==> src/rtl/mem_access_unit.sv <==
// mem_access_unit: MEM-stage data-memory access controller. Issues one registered
// read/write per memory instruction, stalls the pipeline until resp, extends loads.
module mem_access_unit #(
    parameter int TIMEOUT_CYCLES = 255
) (
    input  logic        clk,
    input  logic        reset,
    input  logic [31:0] MEM_pc,
    input  logic [31:0] MEM_alu_out,
    input  logic [31:0] MEM_rs2_out,
    input  logic        MEM_valid,
    input  logic        MEM_mem_read,
    input  logic        MEM_mem_write,
    input  logic [2:0]  MEM_funct3,
    input  logic        dmem_resp,
    input  logic [31:0] dmem_rdata,
    output logic        dmem_read,
    output logic        dmem_write,
    output logic [31:0] dmem_address,
    output logic [3:0]  dmem_byte_enable,
    output logic [31:0] dmem_wdata,
    output logic        mem_stall,
    output logic [31:0] MEM_rdata,
    output logic        mem_fault,
    output logic [31:0] mem_fault_pc,
    output logic [1:0]  dbg_state
);
    localparam int CW = $clog2(TIMEOUT_CYCLES + 1);

    typedef enum logic [1:0] {
        IDLE   = 2'd0,
        ACCESS = 2'd1,
        DONE   = 2'd2
    } state_t;

    state_t        state_q, state_d;
    logic          req, bad, misaligned, illegal_f3, issue, timeout;
    logic          rd_q, rd_d, wr_q, wr_d;
    logic [31:0]   addr_q, addr_d, wdata_q, wdata_d, pc_q, pc_d;
    logic [31:0]   rdata_q, rdata_d, fault_pc_q, fault_pc_d;
    logic [3:0]    be_q, be_d;
    logic [2:0]    f3_q, f3_d;
    logic [1:0]    off_q, off_d;
    logic [CW-1:0] cnt_q, cnt_d;
    logic [7:0]    sel_b;
    logic [15:0]   sel_h;
    logic [31:0]   load_val;

    // Handshake: dmem_read/dmem_write rise on entry to ACCESS and, together with
    // address, byte enables and wdata, stay stable until dmem_resp is seen high.
    assign req        = MEM_valid & (MEM_mem_read | MEM_mem_write);
    assign illegal_f3 = (MEM_funct3 == 3'b011) || (MEM_funct3 == 3'b110) || (MEM_funct3 == 3'b111);
    assign misaligned = ((MEM_funct3[1:0] == 2'b10) && (MEM_alu_out[1:0] != 2'b00)) ||
                        ((MEM_funct3[1:0] == 2'b01) && MEM_alu_out[0]);
    assign bad        = misaligned | illegal_f3;
    assign issue      = (state_q == IDLE) && req && !bad;
    assign timeout    = (state_q == ACCESS) && !dmem_resp && (cnt_q == CW'(TIMEOUT_CYCLES - 1));

    always_ff @(posedge clk or negedge reset) begin
        if (!reset) state_q <= IDLE;
        else        state_q <= state_d;
    end

    always_comb begin
        state_d = state_q;
        case (state_q)
            IDLE:    if (issue) state_d = ACCESS;
            ACCESS:  if (dmem_resp || timeout) state_d = DONE;
            DONE:    state_d = IDLE;
            default: state_d = IDLE;
        endcase
    end

    always_comb begin
        mem_stall = 1'b0;
        mem_fault = 1'b0;
        if (reset) begin
            case (state_q)
                IDLE: begin
                    mem_stall = issue;
                    mem_fault = req & bad;
                end
                ACCESS: begin
                    mem_stall = 1'b1;
                    mem_fault = timeout;
                end
                default: ;
            endcase
        end
    end

    assign dmem_read        = rd_q;
    assign dmem_write       = wr_q;
    assign dmem_address     = addr_q;
    assign dmem_byte_enable = be_q;
    assign dmem_wdata       = wdata_q;
    assign MEM_rdata        = rdata_q;
    assign mem_fault_pc     = fault_pc_q;
    assign dbg_state        = state_q;

    always_comb begin
        case (off_q)
            2'd0:    sel_b = dmem_rdata[7:0];
            2'd1:    sel_b = dmem_rdata[15:8];
            2'd2:    sel_b = dmem_rdata[23:16];
            default: sel_b = dmem_rdata[31:24];
        endcase
        sel_h = off_q[1] ? dmem_rdata[31:16] : dmem_rdata[15:0];
        case (f3_q)
            3'b000:  load_val = {{24{sel_b[7]}}, sel_b};
            3'b100:  load_val = {24'd0, sel_b};
            3'b001:  load_val = {{16{sel_h[15]}}, sel_h};
            3'b101:  load_val = {16'd0, sel_h};
            default: load_val = dmem_rdata;
        endcase
    end

    always_comb begin
        rd_d       = rd_q;
        wr_d       = wr_q;
        addr_d     = addr_q;
        wdata_d    = wdata_q;
        be_d       = be_q;
        f3_d       = f3_q;
        off_d      = off_q;
        pc_d       = pc_q;
        cnt_d      = cnt_q;
        rdata_d    = rdata_q;
        fault_pc_d = fault_pc_q;
        if (issue) begin
            rd_d   = MEM_mem_read;
            wr_d   = !MEM_mem_read;
            addr_d = {MEM_alu_out[31:2], 2'b00};
            off_d  = MEM_alu_out[1:0];
            f3_d   = MEM_funct3;
            pc_d   = MEM_pc;
            cnt_d  = '0;
            if (MEM_mem_read) begin
                be_d    = 4'b1111;
                wdata_d = MEM_rs2_out;
            end else begin
                case (MEM_funct3[1:0])
                    2'b00: begin
                        be_d    = 4'b0001 << MEM_alu_out[1:0];
                        wdata_d = {4{MEM_rs2_out[7:0]}};
                    end
                    2'b01: begin
                        be_d    = 4'b0011 << MEM_alu_out[1:0];
                        wdata_d = {2{MEM_rs2_out[15:0]}};
                    end
                    default: begin
                        be_d    = 4'b1111;
                        wdata_d = MEM_rs2_out;
                    end
                endcase
            end
        end
        if ((state_q == IDLE) && req && bad) fault_pc_d = MEM_pc;
        if (state_q == ACCESS) begin
            cnt_d = cnt_q + CW'(1);
            if (dmem_resp) begin
                rd_d    = 1'b0;
                wr_d    = 1'b0;
                rdata_d = load_val;
            end else if (timeout) begin
                rd_d       = 1'b0;
                wr_d       = 1'b0;
                rdata_d    = '0;
                fault_pc_d = pc_q;
            end
        end
    end

    always_ff @(posedge clk or negedge reset) begin
        if (!reset) begin
            rd_q       <= 1'b0;
            wr_q       <= 1'b0;
            addr_q     <= '0;
            wdata_q    <= '0;
            be_q       <= '0;
            f3_q       <= '0;
            off_q      <= '0;
            pc_q       <= '0;
            cnt_q      <= '0;
            rdata_q    <= '0;
            fault_pc_q <= '0;
        end else begin
            rd_q       <= rd_d;
            wr_q       <= wr_d;
            addr_q     <= addr_d;
            wdata_q    <= wdata_d;
            be_q       <= be_d;
            f3_q       <= f3_d;
            off_q      <= off_d;
            pc_q       <= pc_d;
            cnt_q      <= cnt_d;
            rdata_q    <= rdata_d;
            fault_pc_q <= fault_pc_d;
        end
    end
endmodule
==> config.mk <==
export PLATFORM = sky130hd
export DESIGN_NAME = mem_access_unit
export DESIGN_NICKNAME = d
export VERILOG_FILES = /design/src/rtl/mem_access_unit.sv
export SDC_FILE = /design/constraint.sdc
export NUM_CORES = 1
export LEC_CHECK = 0
export BUFFER_PORTS_ARGS = -buffer_cell sky130_fd_sc_hd__buf_2
export CAP_MARGIN = 20
export CORE_MARGIN = 2
export CORE_UTILIZATION = 38
export CTS_CLUSTER_DIAMETER = 50
export DETAILED_ROUTE_END_ITERATION = 6
export HOLD_SLACK_MARGIN = 0.1
export MAX_ROUTING_LAYER = met4
export SYNTH_ARGS = -nofsm -noshare
export SYNTH_HDL_FRONTEND = slang
export SYNTH_SLANG_ARGS = --single-unit
==> constraint.sdc <==
create_clock -name clk -period 2.9 [get_ports clk]
set_clock_uncertainty 0.15 [all_clocks]
set_input_delay 0.435 -clock clk [delete_from_list [all_inputs] [get_ports clk]]
set_output_delay 0.435 -clock clk [all_outputs]
set_load 0.01 [all_outputs]
# == After elaboration in Yosys (flattened, before gate mapping) ==
# Cells that the tools add are included.
# totals
wordCells,86
in_bits,137
register_bits,179
out_inout_bits,138
# classes
reduce_logical,23
mux,30
n_eq_ne,14
bitwise_logic,4
n_addsub,1
n_shift,2
# op_table
cell,n
$mux W32,7
$pmux W32 S4,1
$pmux W32 S2,1
$pmux W8 S3,1
$mux W16,1
$mux W8,2
$eq A3 B3 Y1 const B,4
$mux W1,10
$add A8 B1 Y8 const B,1
$eq A8 B8 Y1 const B,1
$pmux W4 S2,1
$logic_and A1 B1 Y1,7
$eq A2 B1 Y1 const B,3
$logic_not A2 Y1,3
$reduce_bool A2 Y1,3
$eq A2 B2 Y1 const B,2
$logic_or A1 B1 Y1,4
$mux W2,2
$mux W4,1
$pmux W1 S2,2
$pmux W2 S2,1
$reduce_and A2 Y1,2
$shl A1 B2 Y4 const A,1
$shl A2 B2 Y4 const A,1
other kinds (8),12

# == Longest topological paths before layout ==
# Gate-level depths: netlist of run 1.
# logic_depth
ltp_word,10
mapped_depth,8

# == Worst setup path after synthesis of run 1 ==
# No wires, ideal clock.
# synth_path
kind,input-to-output
from,input port MEM_alu_out[0]
to,output port mem_stall
path_slack_ns,0.277
n_path_buf,3
arrival_time_ns,2.038
required_time_ns,2.315
stages,6
path_cell_list,buf_2 > or4_4 > a211o_1 > clkbuf_1 > buf_2 > a21oi_1
# synth_via
elab_chain_cells,8
# synth_rtl
item,line,rtl
"start, declared",9,"input logic [31:0] MEM_alu_out,"
$reduce_bool A2 Y1,53,assign misaligned = ((MEM_funct3[1:0] == 2'b10) && (MEM_alu_out[1:0] != 2'b00)) ||
$logic_and A1 B1 Y1,53,
$logic_or A1 B1 Y1 (*),53,
$or A1 B1 Y1 (*),55,assign bad = misaligned | illegal_f3;
$logic_not A1 Y1 (*),56,assign issue = (state_q == IDLE) && req && !bad;
$logic_and A1 B1 Y1 (*),56,
$pmux W1 S2 (*),78,case (state_q)
$mux W1 (*),77,if (reset) begin
"end, declared",22,"output logic mem_stall,"
# Every way passes the cells marked *; elsewhere a longest branch is shown, timed or not.

# == Final worst setup path of run 1 ==
# layout_path
from,input port MEM_funct3[2]
to,output port mem_stall
# layout_via
elab_chain_cells,8
# layout_rtl
item,line,rtl
"start, declared",14,"input logic [2:0] MEM_funct3,"
$eq A3 B2 Y1 or $eq A3 B3 Y1 (tied branches),52,assign illegal_f3 = (MEM_funct3 == 3'b011) || (MEM_funct3 == 3'b110) || (MEM_funct3 == 3'b111);
$logic_or A1 B1 Y1,52,
$logic_or A1 B1 Y1 (*),52,
$or A1 B1 Y1 (*),55,
$logic_not A1 Y1 (*),56,
$logic_and A1 B1 Y1 (*),56,
$pmux W1 S2 (*),78,
$mux W1 (*),77,
# Marked as above.

==> impl.org, run 1 <==
** STA
- Final Hold Slack :: 0.120 ns
- Setup repair after global routing left no endpoint under its margin.
- Hold Fails Final Rpt :: 0
- Summed over all failing endpoints, the final setup total negative slack is 0 ns.
- For the pin with the worst max-slew slack, the measured transition is 0.858 ns.
- In this run the tightest slew margin relative to its limit is 0.428.
- The final-report max-slew violation count came to 0.
- Fraction of the cycle the final worst path needs :: 0.971
- Setup violations remaining at the end of the flow were counted as 0.
- Based on the critical path, the design can be clocked at up to 355 MHz.
- The clock period could shrink to 2.82 ns.

** Setup path
- For this run, the slowest stage of the critical path takes 0.54 ns.
- For the worst setup path, the data required time is 2.32 ns.
- STA classifies the critical path endpoint as an output pin.
- STA classifies the critical path startpoint as a primary input.
- By instance count, the cell type seen most on the critical path is sky130_fd_sc_hd__buf_2.
- Cell with the largest stage delay on the worst path :: sky130_fd_sc_hd__dlygate4sd3_1
- Cell family with the largest share of critical-path delay :: buffers and inverters
- Walking the worst path, the cells encountered are dlygate4sd3_1 > buf_2 > or4_4 > a211o_4 > a21oi_2 > buf_2.
- In this run the number of cells on the critical path is 6.
- STA puts the critical path data arrival time at 2.23 ns.
- The critical path contains buffers and inverters numbering 3 combined.
- Counting cells, the worst reg-to-reg path comes to 5.
- Start-to-end type of the worst setup path :: in -> out
- Of all nets on the critical path, the largest fanout is 3.

** Route
- The count of nets left with antenna violations once routing finished came out at 0.
- Drt initial violations :: 487
- The routed layout has 7487 vias.
- In the routed design, unresolved DRC markers number 5.
- Total Wirelength :: 24.4 mm
- Dividing the detail-routed via count by the number of cells gives 5.02.
- The first TritonRoute pass finished after 7 iterations.
- Dividing the detail-routed wire length by the instance count gives 16.4 µm.

** Global route
- Number of antenna violations at the first check in global routing :: 1
- Entering global routing, the biggest net connects 113 pins.
- The first global-routing pass estimated 39.1 mm of wire.
- Via count of the first global-routing pass :: 7376
- Global router's overall resource usage :: 0.231
- Overflow left after global routing :: 0

** Clock network
- Clk sinks :: 179
- TritonCTS clock tree :: yes
- The tree is rooted in a sky130_fd_sc_hd__clkbuf_16.
- Buffers added to address setup during post-CTS repair amount to 0.
- In this run, CTS created clock tree buffers numbering 17.
- Clock-pin slew was measured on the worst setup and hold paths at 0.07 ns.
- The clock tree synthesis step divided the H-tree into 4 levels.
- Worst skew pair latency :: 0.42 ns
- Deepest clock path buffer count :: 2

** Power and ir drop
- The share of total power dissipated in the clock network is 0.283.
- Of the total power, combinational logic draws 0.283.
- Cell-internal power :: 0.00580 W
- The analysis attributes to net switching a power of 0.00283 W.
- P per Cell Area :: 777 nW/µm²
- Of the total power, the share spent switching nets is 0.328.
- Power Total :: 0.00863 W
- The worst-case IR drop observed on VDD is 0.000400 V.
- Sequential group share of total power :: 0.434
- For this design the static power due to leakage is 5.70 nW.

** Place
- Input and output buffers added on the ports amount to 272.
- Detail Placement HPWL :: 16.0 mm
- At the end of routability-driven placement, the weighted congestion stood at 0.806.
- Total cell area at the placement stage :: 9580 µm²

** Status
- The checks that failed: design-rule violations.
- Outcome :: finished with violations

** Cells and area
- In the final layout, the multi-input gates occupy 3150 µm².
- Post-synthesis to final-layout area growth :: 40.5%
- Reg area :: 4480 µm²
- For this run, the post-layout net count is 1347.
- Final non-filler cell area :: 11100 µm²
- # fillers :: 1925
- Share of cells above drive strength 1 :: 0.290

** Die
- The floorplan step defined a die boundary enclosing 22000 µm².
- 275 I/O pins were placed.
- The total area inside the core boundary comes to 20300 µm².
- Width of the die :: 148 µm
- Number of cell rows :: 52
- Die H :: 148 µm
- For this configuration, the core starts out at a cell density of 0.390.

** Yosys
- Counting flops and latches in the post-synthesis netlist gives 179.
- Counting flops with an async set or reset pin after synthesis yields a share of 1.00.
- Sequential share of the synthesized area :: 0.566
- After synthesis, the netlist uses 42 different library cells.
- Post-Syn Area :: 7910 µm²
- In this run the mean area of a mapped cell was 9.11 µm².
- The most used flip-flop cell after synthesis is sky130_fd_sc_hd__dfrtp_1.
- The Yosys step of the flow raised 0 warnings.
- Yosys mapped a number of flops with a built-in enable equal to 0.
- Counting every instance in the synthesized netlist gives 868.

** Min path
- In this run the worst hold path is classified as in -> reg.
- Min-Delay Path Depth :: 3

** Job
- Number of maximum-capacitance violations :: 0
logic make-up (layout without fill, tap and decap cells):
family | after synthesis | count (layout) | share of synthesized area
and+or+nand+nor | 434 | 434 | 0.227
DFF | 179 | 179 | 0.566
AOI/OAI and AO/OA | 154 | 154 | 0.131
buffers and inverters | 76 | 428 | 0.0400
muxes | 21 | 21 | 0.0310
adders and majority gates | 2 | 2 | 0.00316
other | 1 | 3 | 0.000474
xor gates and xnor gates | 1 | 1 | 0.00111
flip-flops by register name (all words and copies together) (netlist names):
register / cells
dmem_read: 1
dmem_wdata: 32
dmem_byte_enable: 4
mem_fault_pc: 32
cnt_q: 8
MEM_rdata: 32
f3_q: 3
dmem_write: 1
pc_q: 32
dbg_state: 2
off_q: 2
dmem_address: 30
per-stage QoR:
stage               std cells  worst slack (ns)   util
global placement         1369             0.456  0.472
detailed placement       1369             0.437  0.472
global route             1492            0.0341  0.548
CTS                      1490            0.0340  0.547
finish                   1492            0.0839  0.548
floorplan                 869             0.277      -
power groups by stage:
| stage | logic, W | clock network [W] | registers, W |
|---|---|---|---|
| 2_1_floorplan | 0.00102 | 0 | 0.00398 |
| 3_3_place_gp | 0.00233 | 0 | 0.00378 |
| 3_5_place_dp | 0.00238 | 0 | 0.00378 |
| 4_1_cts | 0.00247 | 0.00249 | 0.00375 |
| 5_1_grt | 0.00272 | 0.00262 | 0.00385 |
| 6_report | 0.00244 | 0.00244 | 0.00375 |
worst paths after layout:
check / slack (ns) / start / endpoint
setup / recovery: 0.08 / MEM_funct3[2] / mem_stall
hold / removal: 0.12 / MEM_rs2_out[9] / dmem_wdata[9]$_DFFE_PN0P_
setup reg to reg: 0.58 / cnt_q[4]$_DFFE_PN0P_ / mem_fault_pc[17]$_DFF_PN0_
hold reg to reg: 0.32 / dmem_wdata[5]$_DFFE_PN0P_ / dmem_wdata[5]$_DFFE_PN0P_
max in group asynchronous: 1.32 / reset / pc_q[23]$_DFFE_PN0P_
min in group asynchronous: 0.58 / reset / mem_fault_pc[23]$_DFF_PN0_
cells in the final DEF (no fill, tap or decap), types with 4 or more instances in the layout:
cell / netlist / routed
sky130_fd_sc_hd__inv_1: 13 / 13
sky130_fd_sc_hd__buf_12: 0 / 4
sky130_fd_sc_hd__a221o_1: 16 / 16
sky130_fd_sc_hd__dlygate4sd3_1: 0 / 90
sky130_fd_sc_hd__a21o_1: 9 / 9
sky130_fd_sc_hd__a222oi_1: 7 / 7
sky130_fd_sc_hd__inv_6: 0 / 4
sky130_fd_sc_hd__nand3_1: 80 / 80
sky130_fd_sc_hd__clkbuf_16: 0 / 17
sky130_fd_sc_hd__nor2_1: 53 / 51
sky130_fd_sc_hd__buf_4: 3 / 17
sky130_fd_sc_hd__dfrtp_1: 179 / 179
sky130_fd_sc_hd__mux2_2: 18 / 18
sky130_fd_sc_hd__nand2_1: 280 / 280
sky130_fd_sc_hd__a21oi_1: 9 / 8
sky130_fd_sc_hd__nand2b_1: 4 / 4
sky130_fd_sc_hd__o21ai_0: 48 / 47
sky130_fd_sc_hd__buf_2: 16 / 271
sky130_fd_sc_hd__a31oi_1: 46 / 46
sky130_fd_sc_hd__a221oi_1: 8 / 8
per-layer routing:
layer / wire (µm) / track usage / vias up
met5: 0 / - / -
met4: 264 / 0.0524 / 0
met3: 1580 / 0.0586 / 19
met2: 11500 / 0.357 / 248
met1: 11100 / 0.309 / 3577
li1: - / - / 3643
repair_timing:
| item | in CTS | in global routing |
|---|---|---|
| endpoints found under the setup margin | 0 | 1 |
| hold buffers | 89 | 1 |
| endpoints found under the hold margin | 200 | 1 |
| resized for setup | 0 | 1 |
synthesized netlist by cell type, types with 3 or more instances:
library cell,instances,share of area
sky130_fd_sc_hd__dfrtp_1,179,0.57
sky130_fd_sc_hd__buf_4,3,0.0028
sky130_fd_sc_hd__o211ai_1,3,0.0028
sky130_fd_sc_hd__o21ai_0,48,0.030
sky130_fd_sc_hd__a21oi_1,9,0.0057
sky130_fd_sc_hd__nor2_1,53,0.025
sky130_fd_sc_hd__nand2_1,280,0.13
sky130_fd_sc_hd__inv_1,13,0.0062
sky130_fd_sc_hd__a221oi_1,8,0.0089
sky130_fd_sc_hd__nand3_1,80,0.051
sky130_fd_sc_hd__a221o_1,16,0.020
sky130_fd_sc_hd__buf_2,16,0.010
sky130_fd_sc_hd__mux2_2,18,0.026
sky130_fd_sc_hd__nand2b_1,4,0.0032
sky130_fd_sc_hd__a222oi_1,7,0.0089
sky130_fd_sc_hd__a21o_1,9,0.0085
sky130_fd_sc_hd__a31oi_1,46,0.036
sky130_fd_sc_hd__nor2b_1,3,0.0024
sky130_fd_sc_hd__clkbuf_1,43,0.020
worst min-delay path: cells and delay by family:
kind,cells,cell delay (ns)
buffers and inverters,1,0.10
and+or+nand+nor,2,0.13
cell type report:
cell class / instances / share of cell area
diodes: 1 / 0.000225
clock buffers: 20 / 0.0411
clock inverters: 12 / 0.0150
inverters: 13 / 0.00439
multi-input cells: 614 / 0.283
flip-flops and latches: 179 / 0.403
well taps: 270 / 0.0304
repair buffers: 383 / 0.223
No activity file was read; power rests on OpenSTA's default activity.
==> run 2: changes to the inputs <==
CORE_UTILIZATION = 44   (was 38)
PLACE_DENSITY = 0.72   (was unset)
==> run 2 against run 1 <==
Effect of this change:
- the flow now finishes without violations
- wire length fell by 2.5%
- sequential share of layout area grew 0.30 points
- power shrank 1.6%
- flip-flop and latch count is the same
- sequential power is essentially flat
- die area is 13% lower
- highest routed layer unchanged
==> impl.org, run 2 (same netlist as run 1, synthesis figures left out) <==
** Cells and area
- The share of final-layout standard cells stronger than drive strength 1 was 0.291 (was 0.290).
- Post-synthesis to final-layout area growth :: 39.5% (was 40.5%)
- # fillers :: 1506 (was 1925)
- The area occupied by multi-input gates came to 3140 µm² (was 3150 µm²).
- The post-layout instance count excluding filler cells was 1450 (was 1492).
- Most common library cell in the layout ignoring fill and taps :: sky130_fd_sc_hd__nand2_1 (unchanged)
- Final non-filler cell area :: 11000 µm² (was 11100 µm²)
- Utilization of the core after routing :: 0.621 (was 0.548)
- Reg area :: 4480 µm² (unchanged)
- The final layout net count is 1346 (was 1347).
- Commonest cells after routing, fill and taps aside: 280 x sky130_fd_sc_hd__nand2_1, 271 x sky130_fd_sc_hd__buf_2, 179 x sky130_fd_sc_hd__dfrtp_1 (unchanged).

** Power and ir drop
- The ratio of total power to cell area came to 770 nW/µm² (was 777 nW/µm²).
- Worst-case vdd ir drop :: 0.000430 V (was 0.000400 V)
- The leakage power summed over all cells is 5.70 nW (about the same).

** Status
- Outcome :: complete, no violations (was finished with violations)

** Die
- Die Area :: 19100 µm² (was 22000 µm²)
- Core footprint :: 17800 µm² (was 20300 µm²)
- Number of cell rows :: 49 (was 52)
- The height of the die came to 138 µm (was 148 µm).
- The effective utilization at floorplan is 0.445 (was 0.390).
- The width of the chip was 138 µm (was 148 µm).
- I/O pin count :: 275 (unchanged)

** Setup path
- Delay of the slowest critical-path stage :: 0.53 ns (was 0.54 ns)
- The category of the worst setup path capture point is an output pin (unchanged).
- Worst-path maximum fanout :: 3 (unchanged)
- The critical path data required time was 2.32 ns (about the same).
- Type of element launching the critical path :: primary input (unchanged)
- Series of cell instances along the critical path: dlygate4sd3_1 > buf_2 > or4_4 > a211o_4 > a21oi_1 > buf_2 (was dlygate4sd3_1 > buf_2 > or4_4 > a211o_4 > a21oi_2 > buf_2).
- Endpoint arrival time on the critical path :: 2.27 ns (was 2.23 ns)
- Cell family with the largest share of critical-path delay :: buffers and inverters (unchanged)
- Most prevalent standard cell on the critical path :: sky130_fd_sc_hd__buf_2 (unchanged)
- Start-to-end type of the worst setup path :: in -> out (unchanged)
- The total buffers and inverters traversed by the critical path came to 3 (unchanged).
- Cell with the largest stage delay on the worst path :: sky130_fd_sc_hd__dlygate4sd3_1 (unchanged)

** Clock network
- The count of hold-fix buffers inserted at cts is 87 (was 89).
- The clock-pin transition on the worst setup and hold timing paths came to 0.07 ns (about the same).
- The number of instances resized during post-cts repair came to 0 (unchanged).
- The maximum clock path buffer count was 2 (unchanged).
- The count of clock tree sinks was 179 (unchanged).
- The clock tree from TritonCTS is yes (unchanged).
- The number of H-tree levels was 4 (unchanged).
- Worst skew pair latency :: 0.42 ns (about the same)
- The number of buffers inserted during clock tree synthesis came to 17 (unchanged).
- Clock root buffer :: sky130_fd_sc_hd__clkbuf_16 (unchanged)
- Count of buffers added by post-CTS timing repair for setup :: 0 (unchanged)

** STA
- Setup repair after global routing missed its margin :: false (unchanged)
- Fin crit period :: 2.85 ns (was 2.82 ns)
- The final clock period utilization by the worst path came to 0.983 (was 0.971).
- Actual transition at the worst max-transition pin :: 0.784 ns (was 0.858 ns)
- The top achievable clock speed is 351 MHz (was 355 MHz).
- Worst slew slack as a fraction of its limit :: 0.476 (was 0.428)
- Number of endpoints failing setup at the final stage :: 0 (unchanged)
- The final number of hold-violating endpoints came to 0 (unchanged).
- Post-route setup slack :: 0.0483 ns (was 0.0839 ns)
- The total negative setup slack is 0 ns (unchanged).
- The final-report max-slew violation count was 0 (unchanged).

** Route
- Number of iterations in the first detailed-routing pass :: 7 (unchanged)
- Routed via count divided by cell count :: 5.32 (was 5.02)
- The routed wire length per instance is 16.4 µm (about the same).
- Drt initial violations :: 534 (was 487)
- Count of vias placed by the detailed router :: 7712 (was 7487)
- The detailed-route DRC error count is 0 (was 5).
- Total Wirelength :: 23.8 mm (was 24.4 mm)
- Antenna Violating Nets Remaining :: 0 (unchanged)

** Place
- The number of cells in the design after placement came to 1329 (was 1369).
- The placement-stage worst setup slack is 0.442 ns (was 0.437 ns).
- The placed standard-cell area came to 9550 µm² (was 9580 µm²).
- Number of I/O port buffers :: 272 (unchanged)
- Detail Placement HPWL :: 15.2 mm (was 16.0 mm)
- Final weighted congestion in routability-driven placement :: 0.834 (was 0.806)

** Global route
- Via count of the first global-routing pass :: 7636 (was 7376)
- First-pass GRT wire length :: 38.6 mm (was 39.1 mm)
- Number of antenna violations at the first check in global routing :: 1 (unchanged)
- Overflow left after global routing :: 0 (unchanged)
- The pin count of the biggest net entering global routing is 102 (was 113).
- The global-route usage over all layers is 0.255 (was 0.231).

** Job
- The number of maximum-capacitance violations came to 0 (unchanged).

** Min path
- Type of the tightest min-delay check :: in -> reg (unchanged)
-- run 2: cell count changes in the layout (fill, tap and decap cells not counted), sizes merged --
| cell | before | now |
|---|---|---|
| clkinv | 3 | 7 |
| buf | 293 | 295 |
| bufinv | 3 | 2 |
| inv | 17 | 18 |
| clkinvlp | 2 | 0 |
| dlygate4sd3 | 90 | 87 |
| clkbuf | 20 | 18 |
-- run 2: power breakdown --
| group | switching, W | internal [W] |
|---|---|---|
| Sequential | 0.000480 | 0.00326 |
| Clock | 0.00101 | 0.00128 |
| Combinational | 0.00134 | 0.00112 |
| Total | 0.00283 | 0.00566 |
-- run 2: path summary, 6_finish.rpt --
check,from,end,slack (ns),cells after the start
hold / removal,dmem_rdata[27],MEM_rdata[27]$_DFFE_PN0P_,0.11,2
setup reg to reg,cnt_q[0]$_DFFE_PN0P_,mem_fault_pc[18]$_DFF_PN0_,0.57,7
hold reg to reg,dmem_wdata[5]$_DFFE_PN0P_,dmem_wdata[5]$_DFFE_PN0P_,0.32,2
max in group asynchronous,reset,mem_fault_pc[15]$_DFF_PN0_,1.62,3
min in group asynchronous,reset,cnt_q[6]$_DFFE_PN0P_,0.38,3
setup / recovery,MEM_funct3[2],mem_stall,0.05,6
-- run 2: area by class of cell --
class | count | area share
antenna | 1 | 0.000227
clock buffer | 18 | 0.0389
clock inverter | 14 | 0.0136
inverter | 13 | 0.00442
multi-input combinational | 614 | 0.285
sequential | 179 | 0.406
tap | 229 | 0.0260
timing repair buffer | 382 | 0.226
-- run 2: stage by stage --
stage | power (W) | hold slack, ns
finish | 0.00850 | 0.111
global route | 0.00900 | 0.104
CTS | 0.00852 | 0.100
detailed placement | 0.00613 | 0.307
global placement | 0.00606 | 0.304
floorplan | 0.00500 | -0.0106
-- run 2: layer usage --
layer	global-route usage	vias to the layer above	wire length (µm)
li1	-	3639	-
met1	0.329	3695	10200
met2	0.416	354	11600
met3	0.0447	24	1720
met4	0.0784	0	337
met5	-	-	0
==> run 3: changes to the inputs <==
CORE_MARGIN = 5   (was 2)
PLACE_DENSITY = 0.76   (was 0.72)
RECOVER_POWER = 25   (was unset)
==> run 3 against run 2 <==
Effect of this change:
- the run now ends with max-capacitance violations, max-slew violations left
- maximum frequency is essentially flat
- non-clock buffer count grew 2
- global-route usage shrank 0.80 points
- wire length grew 3.7%
- critical path type unchanged
- via count grew 0.86%
- combinational power is essentially flat
==> impl.org, run 3 (same netlist as run 1, synthesis figures left out) <==
** Route
- The detailed-route DRC error count is 0 (unchanged).
- Routed via count divided by cell count :: 5.36 (was 5.32)
- The remaining antenna violation count after routing is 0 (unchanged).
- The count of vias placed by the detailed router is 7778 (was 7712).
- Number of iterations in the first detailed-routing pass :: 7 (unchanged)
- Drt initial violations :: 498 (was 534)
- The aggregate routed wire length is 24.7 mm (was 23.8 mm).
- The routed wire length per instance was 17.0 µm (was 16.4 µm).

** Job
- Number of maximum-capacitance violations :: 1 (was 0)

** Setup path
- Endpoint arrival time on the critical path :: 2.26 ns (was 2.27 ns)
- Worst R2R End :: pc_q[26]$_DFFE_PN0P_ (was mem_fault_pc[18]$_DFF_PN0_)
- The slowest library cell on the worst path is sky130_fd_sc_hd__dlygate4sd3_1 (unchanged).
- The worst setup path startpoint was MEM_funct3[2] (unchanged).
- Logic depth of the worst register-to-register path :: 6 (was 7)
- R2R Setup Slk :: 0.60 ns (was 0.57 ns)
- The class of the most critical setup path is in -> out (unchanged).
- The category of the worst setup path launch point is a primary input (unchanged).
- The origin of the critical flop-to-flop path is dbg_state[1]$_DFFE_PN0P_ (was cnt_q[0]$_DFFE_PN0P_).
- The critical path data required time came to 2.32 ns (about the same).
- Series of cell instances along the critical path :: dlygate4sd3_1 > buf_2 > or4_4 > a211o_4 > a21oi_1 > buf_2 (unchanged)
- The dominant delay contributor by cell family on the critical path was buffers and inverters (unchanged).
- The total buffers and inverters traversed by the critical path is 3 (unchanged).
- The cell count along the critical path was 6 (unchanged).
- Critical path capture point type :: output pin (unchanged)
- The maximum net fanout on the critical path was 3 (unchanged).
- The capturing element of the worst setup path is mem_stall (unchanged).
- The cell type with the highest occurrence count on the critical path was sky130_fd_sc_hd__buf_2 (unchanged).
- The delay of the slowest cell on the worst path is 0.54 ns (was 0.53 ns).

** Die
- The row count was 49 (unchanged).
- Die Area :: 20800 µm² (was 19100 µm²)
- Die H :: 144 µm (was 138 µm)
- The number of top-level design ports came to 275 (unchanged).
- Initial Utilization :: 0.443 (was 0.445)
- The width of the chip came to 144 µm (was 138 µm).
- The area of the core region is 17800 µm² (about the same).

** STA
- Number of endpoints failing setup at the final stage :: 0 (unchanged)
- Fraction of the cycle the final worst path needs :: 0.982 (was 0.983)
- The total negative setup slack is 0 ns (unchanged).
- Actual transition at the worst max-transition pin :: 1.58 ns (was 0.784 ns)
- Setup repair after global routing missed its margin :: false (unchanged)
- The final number of hold-violating endpoints is 0 (unchanged).
- Final Max Slew Viols :: 117 (was 0)
- Worst slew slack as a fraction of its limit :: -0.0538 (was 0.476)
- The minimum period implied by the final worst setup slack came to 2.85 ns (about the same).
- The top achievable clock speed is 351 MHz (about the same).

** Place
- Cells after DPL :: 1327 (was 1329)
- The routability-driven placement congestion ratio is 0.835 (was 0.834).
- Number of I/O port buffers :: 272 (unchanged)
- The sum of net half-perimeters after detailed placement came to 15.8 mm (was 15.2 mm).

** Cells and area
- The antenna diode count came to 0 (was 1).
- Post-synthesis to final-layout area growth :: 39.1% (was 39.5%)
- The share of final-layout standard cells stronger than drive strength 1 came to 0.282 (was 0.291).
- Commonest cells after routing, fill and taps aside: 280 x sky130_fd_sc_hd__nand2_1, 264 x sky130_fd_sc_hd__buf_2, 179 x sky130_fd_sc_hd__dfrtp_1 (was 280 x sky130_fd_sc_hd__nand2_1, 271 x sky130_fd_sc_hd__buf_2, 179 x sky130_fd_sc_hd__dfrtp_1).
- The area occupied by multi-input gates was 3140 µm² (unchanged).
- Reg area :: 4480 µm² (unchanged)
- The most common cell after layout, fill and taps aside was sky130_fd_sc_hd__nand2_1 (unchanged).
- Non-filler instance count after layout :: 1451 (was 1450)
- The final layout net count was 1348 (was 1346).
- # fillers :: 1491 (was 1506)

** Power and ir drop
- P per Cell Area :: 777 nW/µm² (was 770 nW/µm²)
- The maximum resistive drop on vdd was 0.000404 V (was 0.000430 V).
- Leakage component of the power :: 5.66 nW (was 5.70 nW)

** Status
- Violations in the final reports :: max-capacitance violations, max-slew violations
- Outcome: finished with violations (was complete, no violations).

** Global route
- The global-route wire length before repair came to 39.7 mm (was 38.6 mm).
- The via count of the first global-routing pass is 7870 (was 7636).
- Global router's overall resource usage :: 0.247 (was 0.255)
- The pin count of the biggest net entering global routing came to 117 (was 102).
- Number of antenna violations at the first check in global routing :: 0 (was 1)
- Overflow left after global routing :: 0 (unchanged)

** Clock network
- The clock tree from TritonCTS is yes (unchanged).
- The number of H-tree levels is 4 (unchanged).
- The clock insertion delay at the later pin of the skew report was 0.42 ns (about the same).
- Clk sinks :: 179 (unchanged)
- Deepest clock path buffer count :: 2 (unchanged)
- The number of buffers inserted during clock tree synthesis was 17 (unchanged).
- Clock root buffer :: sky130_fd_sc_hd__clkbuf_16 (unchanged)
- Count of buffers added by post-CTS timing repair for setup :: 0 (unchanged)
- The clock-pin transition on the worst setup and hold timing paths came to 0.07 ns (about the same).

** Min path
- Type of the tightest min-delay check :: in -> reg (unchanged)
==> run 3: changes by cell type in the layout (fill, tap and decap cells not counted), moves of 3 or more <==
| cell | before | now |
|---|---|---|
| sky130_fd_sc_hd__clkbuf_1 | 1 | 8 |
| sky130_fd_sc_hd__clkinv_2 | 4 | 0 |
| sky130_fd_sc_hd__buf_2 | 271 | 264 |
| sky130_fd_sc_hd__dlygate4sd3_1 | 87 | 92 |
| sky130_fd_sc_hd__buf_12 | 5 | 2 |
| sky130_fd_sc_hd__inv_8 | 0 | 5 |
==> run 3: worst min-delay path by stage <==
stage	start	end	cells after the start	slack, ns
3_5_place_dp	dmem_address[25]$_DFFE_PN0P_	dmem_address[25]$_DFFE_PN0P_	2	0.31
3_3_place_gp	dmem_wdata[6]$_DFFE_PN0P_	dmem_wdata[6]$_DFFE_PN0P_	2	0.30
2_1_floorplan	reset	MEM_rdata[0]$_DFFE_PN0P_	0	-0.01
5_1_grt	MEM_rs2_out[10]	dmem_wdata[10]$_DFFE_PN0P_	3	0.11
6_report	MEM_rs2_out[16]	dmem_wdata[16]$_DFFE_PN0P_	3	0.12
4_1_cts	MEM_rs2_out[11]	dmem_wdata[11]$_DFFE_PN0P_	3	0.10
==> run 3: per-layer routing <==
metal / up-vias / track usage / share of wire
met1: 3733 / 0.316 / 0.41
met2: 355 / 0.394 / 0.48
met3: 45 / 0.0552 / 0.082
li1: 3645 / - / -
met4: 0 / 0.0788 / 0.021
met5: - / - / 0
==> run 3: final cells by class <==
cell class / count / share of cell area
Inverter: 13 / 0.00444
Sequential cell: 179 / 0.407
Timing Repair Buffer: 384 / 0.223
Clock buffer: 18 / 0.0399
Tap cell: 229 / 0.0260
Multi-Input combinational cell: 614 / 0.286
Clock inverter: 14 / 0.0141
==> run 3: through the flow <==
step | power (W) | utilization | worst slack (ns) | hold WS [ns] | cell area (µm²)
after CTS | 0.00860 | 0.618 | 0.0342 | 0.101 | 11000
final | 0.00855 | 0.617 | 0.0510 | 0.123 | 11000
after global placement | 0.00607 | 0.533 | 0.435 | 0.304 | 9510
after floorplan | 0.00500 | - | 0.277 | -0.0106 | 7910
after global routing | 0.00907 | 0.617 | 0.0110 | 0.106 | 11000
after detailed placement | 0.00615 | 0.533 | 0.380 | 0.307 | 9510
==> run 3: what timing repair did <==
item                                    CTS  global route
hold endpoints to repair                206             1
gates resized for setup                   0             0
hold buffers                             91             1
endpoints found under the setup margin    0             0
==> run 3: power breakdown <==
part / total (W) / switching (W) / leakage, nW / internal [W]
sequential: 0.00376 / 0.000496 / 2.23 / 0.00326
clock: 0.00233 / 0.00108 / 0.292 / 0.00125
combinational: 0.00246 / 0.00136 / 3.15 / 0.00110
total: 0.00855 / 0.00293 / 5.66 / 0.00562
==> run 3: tightest hold or removal path, cell delays in order <==
cell                      delay (ns)
sky130_fd_sc_hd__buf_2          0.10
sky130_fd_sc_hd__nand2_1        0.05
sky130_fd_sc_hd__a31oi_1        0.08
